File: src/rtl/instruction_fetch_pkg.sv
// Shared constants for the instruction fetch stage and its instruction buffer.
package instruction_fetch_pkg;

    localparam int unsigned ADDR_WIDTH_DEF = 5;
    localparam int unsigned INST_WIDTH     = 32;
    localparam int unsigned RESET_PC_DEF   = 0;

    localparam logic [INST_WIDTH-1:0] NOP_INST = 32'h0;

    // Occupancy counter width: must hold the value DEPTH itself.
    function automatic int unsigned cnt_width(input int unsigned depth);
        return $clog2(depth) + 1;
    endfunction

endpackage

File: src/rtl/instruction_fetch_fifo.sv
// Synchronous FIFO of {inst, pc} entries with combinational head read.
module inst_fifo
    import instruction_fetch_pkg::*;
#(
    parameter int unsigned DEPTH    = 2,
    parameter int unsigned PC_WIDTH = 5,
    localparam int unsigned CW      = cnt_width(DEPTH)
) (
    input  logic                  i_clk,
    input  logic                  i_rst,
    input  logic                  i_flush,
    input  logic                  i_push,
    input  logic [INST_WIDTH-1:0] i_push_inst,
    input  logic [PC_WIDTH-1:0]   i_push_pc,
    input  logic                  i_pop,
    output logic [CW-1:0]         o_count,
    output logic [INST_WIDTH-1:0] o_head_inst,
    output logic [PC_WIDTH-1:0]   o_head_pc
);

    localparam int unsigned PW = $clog2(DEPTH);

    logic [INST_WIDTH-1:0] r_inst_mem [DEPTH];
    logic [PC_WIDTH-1:0]   r_pc_mem   [DEPTH];
    logic [PW-1:0]         r_wptr;
    logic [PW-1:0]         r_rptr;
    logic [CW-1:0]         r_count;
    logic                  w_do_pop;

    assign w_do_pop = i_pop && (r_count != '0);

    // Flush has priority over push; the caller guarantees push never overflows.
    always_ff @(posedge i_clk) begin
        if (i_rst || i_flush) begin
            r_wptr  <= '0;
            r_rptr  <= '0;
            r_count <= '0;
        end else begin
            if (i_push) begin
                r_wptr <= r_wptr + PW'(1);
            end
            if (w_do_pop) begin
                r_rptr <= r_rptr + PW'(1);
            end
            case ({i_push, w_do_pop})
                2'b10:   r_count <= r_count + CW'(1);
                2'b01:   r_count <= r_count - CW'(1);
                default: r_count <= r_count;
            endcase
        end
    end

    always_ff @(posedge i_clk) begin
        if (i_push && !i_flush && !i_rst) begin
            r_inst_mem[r_wptr] <= i_push_inst;
            r_pc_mem[r_wptr]   <= i_push_pc;
        end
    end

    assign o_count     = r_count;
    assign o_head_inst = r_inst_mem[r_rptr];
    assign o_head_pc   = r_pc_mem[r_rptr];

endmodule

File: src/rtl/instruction_fetch.sv
// Fetch stage: PC, credit-based issue to a sync-read imem, redirect flush,
// and valid/ready delivery of buffered words to the decoder.
module instruction_fetch
    import instruction_fetch_pkg::*;
#(
    parameter int unsigned ADDR_WIDTH = ADDR_WIDTH_DEF,
    parameter int unsigned FIFO_DEPTH = 2,
    parameter int unsigned RESET_PC   = RESET_PC_DEF
) (
    input  logic                  i_clk,
    input  logic                  i_rst,
    input  logic                  i_fetch_enable,
    output logic                  o_imem_rd_en,
    output logic [ADDR_WIDTH-1:0] o_imem_addr,
    input  logic [INST_WIDTH-1:0] i_imem_rdata,
    output logic                  o_inst_valid,
    input  logic                  i_inst_ready,
    output logic [INST_WIDTH-1:0] o_inst,
    output logic [ADDR_WIDTH-1:0] o_inst_pc,
    input  logic                  i_redirect_valid,
    input  logic [ADDR_WIDTH-1:0] i_redirect_base_pc,
    input  logic [4:0]            i_redirect_offset
);

    localparam int unsigned CW = cnt_width(FIFO_DEPTH);
    localparam int unsigned SW = (ADDR_WIDTH > 5) ? ADDR_WIDTH + 1 : 6;

    logic [ADDR_WIDTH-1:0] r_pc;
    logic [ADDR_WIDTH-1:0] r_tag;
    logic                  r_inflight;

    logic [CW-1:0]         w_count;
    logic [INST_WIDTH-1:0] w_head_inst;
    logic [ADDR_WIDTH-1:0] w_head_pc;
    logic                  w_valid;
    logic                  w_pop;
    logic                  w_issue;
    logic [CW:0]           w_credit;
    logic [SW-1:0]         w_target_sum;

    assign w_valid = !i_rst && (w_count != '0);
    assign w_pop   = w_valid && i_inst_ready;

    // Slots already committed after this cycle's pop; never negative since pop implies count>0.
    assign w_credit = {1'b0, w_count} + (CW+1)'(r_inflight) - (CW+1)'(w_pop);
    assign w_issue  = !i_rst && i_fetch_enable && !i_redirect_valid
                      && (w_credit < (CW+1)'(FIFO_DEPTH));

    assign w_target_sum = SW'(i_redirect_base_pc) + SW'(i_redirect_offset);

    always_ff @(posedge i_clk) begin
        if (i_rst) begin
            r_pc       <= ADDR_WIDTH'(RESET_PC);
            r_inflight <= 1'b0;
            r_tag      <= '0;
        end else begin
            if (i_redirect_valid) begin
                r_pc <= w_target_sum[ADDR_WIDTH-1:0];
            end else if (w_issue) begin
                r_pc <= r_pc + ADDR_WIDTH'(1);
            end
            r_inflight <= w_issue;
            if (w_issue) begin
                r_tag <= r_pc;
            end
        end
    end

    inst_fifo #(
        .DEPTH    (FIFO_DEPTH),
        .PC_WIDTH (ADDR_WIDTH)
    ) u_inst_fifo (
        .i_clk       (i_clk),
        .i_rst       (i_rst),
        .i_flush     (i_redirect_valid),
        .i_push      (r_inflight),
        .i_push_inst (i_imem_rdata),
        .i_push_pc   (r_tag),
        .i_pop       (w_pop),
        .o_count     (w_count),
        .o_head_inst (w_head_inst),
        .o_head_pc   (w_head_pc)
    );

    always_comb begin
        o_imem_rd_en = w_issue;
        o_imem_addr  = r_pc;
        o_inst_valid = w_valid;
        o_inst       = w_valid ? w_head_inst : NOP_INST;
        o_inst_pc    = w_valid ? w_head_pc : '0;
    end

endmodule

File: config.mk
export PLATFORM = sky130hd
export DESIGN_NAME = instruction_fetch
export DESIGN_NICKNAME = d
export VERILOG_FILES = /design/src/rtl/instruction_fetch_pkg.sv /design/src/rtl/instruction_fetch_fifo.sv /design/src/rtl/instruction_fetch.sv
export SDC_FILE = /design/constraint.sdc
export NUM_CORES = 1
export LEC_CHECK = 0
export BUFFER_PORTS_ARGS = -buffer_cell sky130_fd_sc_hd__buf_2
export CAP_MARGIN = 20
export CORE_UTILIZATION = 59
export CTS_BUF_LIST = sky130_fd_sc_hd__clkbuf_2
export DETAILED_ROUTE_END_ITERATION = 7
export GPL_ROUTABILITY_DRIVEN = 1
export GPL_TIMING_DRIVEN = 0
export PLACE_DENSITY = 0.93
export SLEW_MARGIN = 20
export SYNTH_ARGS = -nofsm -noshare
export SYNTH_HDL_FRONTEND = slang
export SYNTH_SLANG_ARGS = --single-unit
File: constraint.sdc
create_clock -name i_clk -period 6.8 [get_ports i_clk]
set_input_delay 0.34 -clock i_clk [delete_from_list [all_inputs] [get_ports i_clk]]
set_output_delay 0.34 -clock i_clk [all_outputs]
set_load 0.1 [all_outputs]
# [Word-level counts from Yosys, hierarchy flattened]
# Memories as Yosys holds them, arrays and structs flattened. A register that Yosys moved wholly into a read port is not among the register bits.
# Index checks and enable logic that the tools add are counted.
[op_classes] eq_ne=2 mux=11 n_addsub=8 order_cmp=1 n_reduce_logical=14
[op_table] operator="2-to-1 mux 32 bit" n=1
[op_table] operator="2-to-1 mux 5 bit" n=3
[op_table] operator="logical AND 1 bit" n=8
[op_table] operator="2-to-1 mux 1 bit" n=6
[op_table] operator="nonzero test 2 bit" n=3
[op_table] operator="adder 5 x 1 -> 5 bit (second input constant)" n=1
[op_table] operator="adder 5 bit" n=1
[op_table] operator="case mux 2 bit (2 select lines)" n=1
[op_table] operator="adder 2 x 1 -> 3 bit" n=1
[op_table] operator="less-than comparator 3 x 2 -> 1 bit (second input constant)" n=1
[op_table] operator="subtractor 3 x 1 -> 3 bit" n=1
[op_table] operator="adder 1 bit (second input constant)" n=2
[op_table] operator="adder 2 x 1 -> 2 bit (second input constant)" n=1
[op_table] operator="== test 2 x 1 -> 1 bit (second input constant)" n=1
[op_table] operator="== test 2 bit (second input constant)" n=1
[op_table] operator="zero test 1 bit" n=2
[op_table] operator="subtractor 2 x 1 -> 2 bit (second input constant)" n=1
[op_table] operator="logical OR 1 bit" n=1
[totals] word_cells=44 ramBits=74 mem_count=2 out_inout_bits=44 reg_bits=15
[memory_table] name="u_inst_fifo.r_inst_mem" depth=2 word_bits=32 rd=1 rd_clocked_by_memory_dff=1 wr=1 line="instruction_fetch_fifo.sv:23" text="logic [INST_WIDTH-1:0] r_inst_mem [DEPTH];"
[memory_table] name="u_inst_fifo.r_pc_mem" depth=2 word_bits=5 rd=1 rd_clocked_by_memory_dff=1 wr=1 line="instruction_fetch_fifo.sv:24" text="logic [PC_WIDTH-1:0] r_pc_mem [DEPTH];"

# [Logic depth before layout (Yosys ltp)]
[depth] depth_word=8 mapped_depth=12

# [By module]
# A second synthesis with hierarchy kept.
[hier_totals] hier_cells=259 area_unflattened_um2=3837.4
[modules_own_cells] mod="inst_fifo" n_inst=1 area_each_um2=2880.3 cells_per_inst=137 seq_area_each_um2=2322.2
[modules_own_cells] mod="instruction_fetch" n_inst=1 area_each_um2=957.2 cells_per_inst=122 seq_area_each_um2=220.2

# [Worst setup path after synthesis]
# OpenSTA, ideal clock, no wires.
[synth_path] path_kind="input-to-reg" startpoint="input i_redirect_valid" endpoint="memory u_inst_fifo.r_inst_mem[1][0] (enable)" stages=2 path_slack_ns=2.108 setup_ns=0.525 t_required_ns=6.275 arrival_ns=4.167 cell_sequence="buf_1 > nor4bb_1"
[synth_between] elab_chain_cells=5
[synth_lines] element="start, declared" line="instruction_fetch.sv:20" text="input logic i_redirect_valid,"
[synth_lines] element="zero test 1 bit" line="instruction_fetch_fifo.sv:54" text="if (i_push && !i_flush && !i_rst) begin"
[synth_lines] element="logical AND 1 bit (2 in series)" line="instruction_fetch_fifo.sv:54"
[synth_lines] element="2-to-1 mux 1 bit" line="instruction_fetch_fifo.sv:54"
[synth_lines] element="2-to-1 mux 1 bit (implied by the code)" line="instruction_fetch_fifo.sv:55" text="r_inst_mem[r_wptr] <= i_push_inst;"
[synth_lines] element="end, declared" line="instruction_fetch_fifo.sv:23"
# Every way passes these cells.

# [Worst setup path after layout]
[layout_path] startpoint="input i_rst" endpoint="output o_imem_rd_en"
[layout_between] elab_chain_cells=6
[layout_lines] element="start, declared" line="instruction_fetch.sv:11" text="input logic i_rst,"
[layout_lines] element="zero test 1 bit (*)" line="instruction_fetch.sv:41, instruction_fetch.sv:46"
[layout_lines] element="logical AND 1 bit" line="instruction_fetch.sv:41" text="assign w_valid = !i_rst && (w_count != '0);"
[layout_lines] element="logical AND 1 bit" line="instruction_fetch.sv:42" text="assign w_pop = w_valid && i_inst_ready;"
[layout_lines] element="subtractor 3 x 1 -> 3 bit" line="instruction_fetch.sv:45" text="assign w_credit = {1'b0, w_count} + (CW+1)'(r_inflight) - (CW+1)'(w_pop);"
[layout_lines] element="less-than comparator 3 x 2 -> 1 bit" line="instruction_fetch.sv:47" text="&& (w_credit < (CW+1)'(FIFO_DEPTH));"
[layout_lines] element="logical AND 1 bit (*)" line="instruction_fetch.sv:47"
[layout_lines] element="end, declared" line="instruction_fetch.sv:13" text="output logic o_imem_rd_en,"
# Mark *: on every way between the ends. The rest lies on a longest branch, timed or not.

==> results.yml <==
floorplanning:
  starting_density_of_the_core_pct: 62.1
  die-height_um: 81.4
  coreArea_um2: 5990
  die_x_um: 81.4
  core.rowCount: 28
  design.die.area_um2: 6620
  boundaryPins: 91
clock_network:
  clk_pin_slew_ns: 0.22
  clock_insertion_delay_worst_skew_ns: 0.54
  clkSinkCount: 90
  cts_max_level: 3
  clk_path_buf_depth: 2
  clockRootBuffer: "clkbuf_2"
  cts-buffers-inserted: 9
  tritoncts: "built"
power:
  totalPowerFinal_uw: 949
  static-leakage-power_uw: 0.00188
  power-per-cell-area_nw_per_um2: 198
  worst_case_vdd_ir_drop_mv: 0.118
global_routing:
  grt_pass1_vias: 2608
  grt_util_all_layers_pct: 26.1
  grt_pass1_wl_mm: 12.3
  grt_start_max_net_pins: 16
  global_route.overflow_total: 0
  number_of_antenna_violations_at_the_first_check_in_global_routing: 0
drt:
  drt-vias-per-instance: 5.31
  wire_per_inst_um: 16.8
  remaining_drc_errors: 0
  drtAntennaViolNets: 0
  drt-initial-drc-count: 236
  drt_pass1_iterations: 4
  drt-total-wl_mm: 8.05
  dr_total_vias: 2540
place:
  placedCellCount: 429
  gpl.final_weighted_congestion: 0.735
  pre_cts_ws_ns: 3.55
  port_buffers: 89
  hpwlAfterDp_mm: 5.31
logic_synthesis:
  netlist.area_leader.share_pct: 59.8
  mappedNetlistNets: 312
  synth-warning-count: 0
  synth-seq-cells: 90
  post-synth-top-area-cell: "edfxtp_1"
  synthCells: 256
  syn_area_um2: 3720
  syn_area_per_cell_um2: 14.5
  netlist_top_cells_area: "edfxtp_1 60%, mux2i_1 12%, dfxtp_1 8.6%, nor2_1 4.8%, ha_1 2.4%"
  yosysSeqAreaShare_pct: 68.4
  netlist-cell-type-count: 29
sta:
  finalSetupViolations: 0
  timing_worst_slew_pin_value_ns: 0.707
  peak_clock_frequency_supported_by_timing_mhz: 260
  whs_ns: 0.162
  finalSetupTns_ns: 0
  final_critical_path_setup_slack_ns: 2.95
  clock_skew_ns: 0.0324
  rsz0062_at_grt: "false"
  max_slew_margin_pct: 52.4
  finalWorstPathRequiredPeriod_ns: 3.85
  final_max_slew_viol_count: 0
  min_period_over_period_pct: 56.6
  finalHoldViolCount: 0
critical_path:
  worst_setup_path_startpoint: "i_rst"
  worst_r2r_startpoint: "u_inst_fifo.o_count[1]"
  worstSetupEndpointType: "output pin"
  cp_data_arrival_time_ns: 3.51
  critical_path_peak_fanout: 10
  setup.worst_path.class: "in2out"
  cp.required_ns: 6.46
  crit_path_start_kind: "input pin"
layout:
  most_common_library_cell_in_the_layout_ignoring_fill_and_taps: "buf_2"
  finalNonFillerCells: 478
  mostFrequentLayoutCells: "93 x buf_2, 74 x edfxtp_1, 48 x nor2_1"
  diodes: 0
  area.growth.synth_to_final_pct: 28.6
  layout-drive-gt1-share_pct: 30.5
  finalNetCount: 454
run_status:
  status: "complete, no violations"
flow_run:
  maxCapViolCount: 0
worst_hold_path:
  worst_hold_startpoint: "i_redirect_base_pc[4]"
  hold_class: "in2reg"
sequential cells by signal, indices dropped and copies added, names as in the netlist, named ones only:
| signal | cells |
|---|---|
| o_imem_addr | 5 |
| r_inflight | 1 |
| r_tag | 5 |
| u_inst_fifo.o_count | 2 |
| u_inst_fifo.r_inst_mem | 64 |
| u_inst_fifo.r_pc_mem | 10 |
| u_inst_fifo.r_rptr | 1 |
| u_inst_fifo.r_wptr | 1 |
power by group:
| group | total [µW] | internal, µW | switching (µW) |
|---|---|---|---|
| Combinational | 115 | 42.9 | 72.1 |
| Sequential | 608 | 602 | 5.97 |
| Clock | 225 | 47.2 | 178 |
| Total | 949 | 692 | 256 |
final cells by class:
class / count / area [µm²]
Sequential cell: 90 / 2540
Tap cell: 75 / 93.8
Multi-Input combinational cell: 144 / 1090
Buffer: 12 / 65.1
Inverter: 10 / 45.0
Clock inverter: 7 / 45.0
Timing Repair Buffer: 131 / 858
Fill cell: 321 / 1210
Clock buffer: 9 / 45.0
worst max-delay path, cell delays in order:
cell	delay, ns
dlygate4sd3_1	0.55
buf_6	0.15
o21bai_1	0.23
nor2_1	0.23
ha_1	0.27
nand2b_1	0.15
fa_1	0.54
nand4bb_4	0.15
or2_1	0.26
buf_6	0.14
inv_8	0.07
buf_2	0.42
Yosys cell counts (all sizes together):
cell type / count
nor2: 48
ha: 7
a31o: 1
nand3: 4
buf: 8
inv: 10
nor4: 2
clkbuf: 4
nor3: 7
nand2b: 3
o21bai: 1
xnor2: 8
mux2i: 43
xor2: 3
fa: 2
nor4bb: 1
or2: 1
nand4bb: 1
a211oi: 3
nor3b: 1
a21oi: 5
a21o: 2
edfxtp: 74
o31a: 1
dfxtp: 16
through the flow:
| stage | utilization [%] | instance area [µm²] |
|---|---|---|
| floorplan | - | 3720 |
| global placement | 71.1 | 4260 |
| detailed placement | 72.8 | 4360 |
| CTS | 79.8 | 4780 |
| global route | 79.8 | 4780 |
| finish | 79.8 | 4780 |
repair_timing:
| action | CTS | global route |
|---|---|---|
| setup buffers | 0 | 0 |
| gates resized for setup | 0 | 0 |
| hold buffers | 33 | 0 |
| hold endpoints to repair | 66 | 0 |
logic make-up after synthesis:
| kind of cell | after synthesis | synth area share [%] |
|---|---|---|
| AOI/OAI and AO/OA | 13 | 2.49 |
| xor gates and xnor gates | 11 | 2.59 |
| and+or+nand+nor | 68 | 8.55 |
| muxes | 43 | 11.6 |
| adders and majority gates | 9 | 3.43 |
| DFF | 90 | 68.4 |
| buffers and inverters | 22 | 2.96 |
per-layer routing:
metal	routed length [µm]	vias to the layer above	global-route usage, %
li1	-	1207	-
met1	3120	1198	28.7
met2	4180	116	46.1
met3	572	19	6.97
met4	176	0	12.9
met5	0	-	0
path summary, 6_finish.rpt:
path,slack [ns],to,cells after the start
worst min-delay path,0.16,o_imem_addr[4],4
worst max register to register,3.95,o_imem_addr[1],11
worst max-delay path,2.95,o_imem_rd_en,12
worst min register to register,0.48,u_inst_fifo.r_pc_mem[0][2],0
Power figures use the tool's default switching activity.
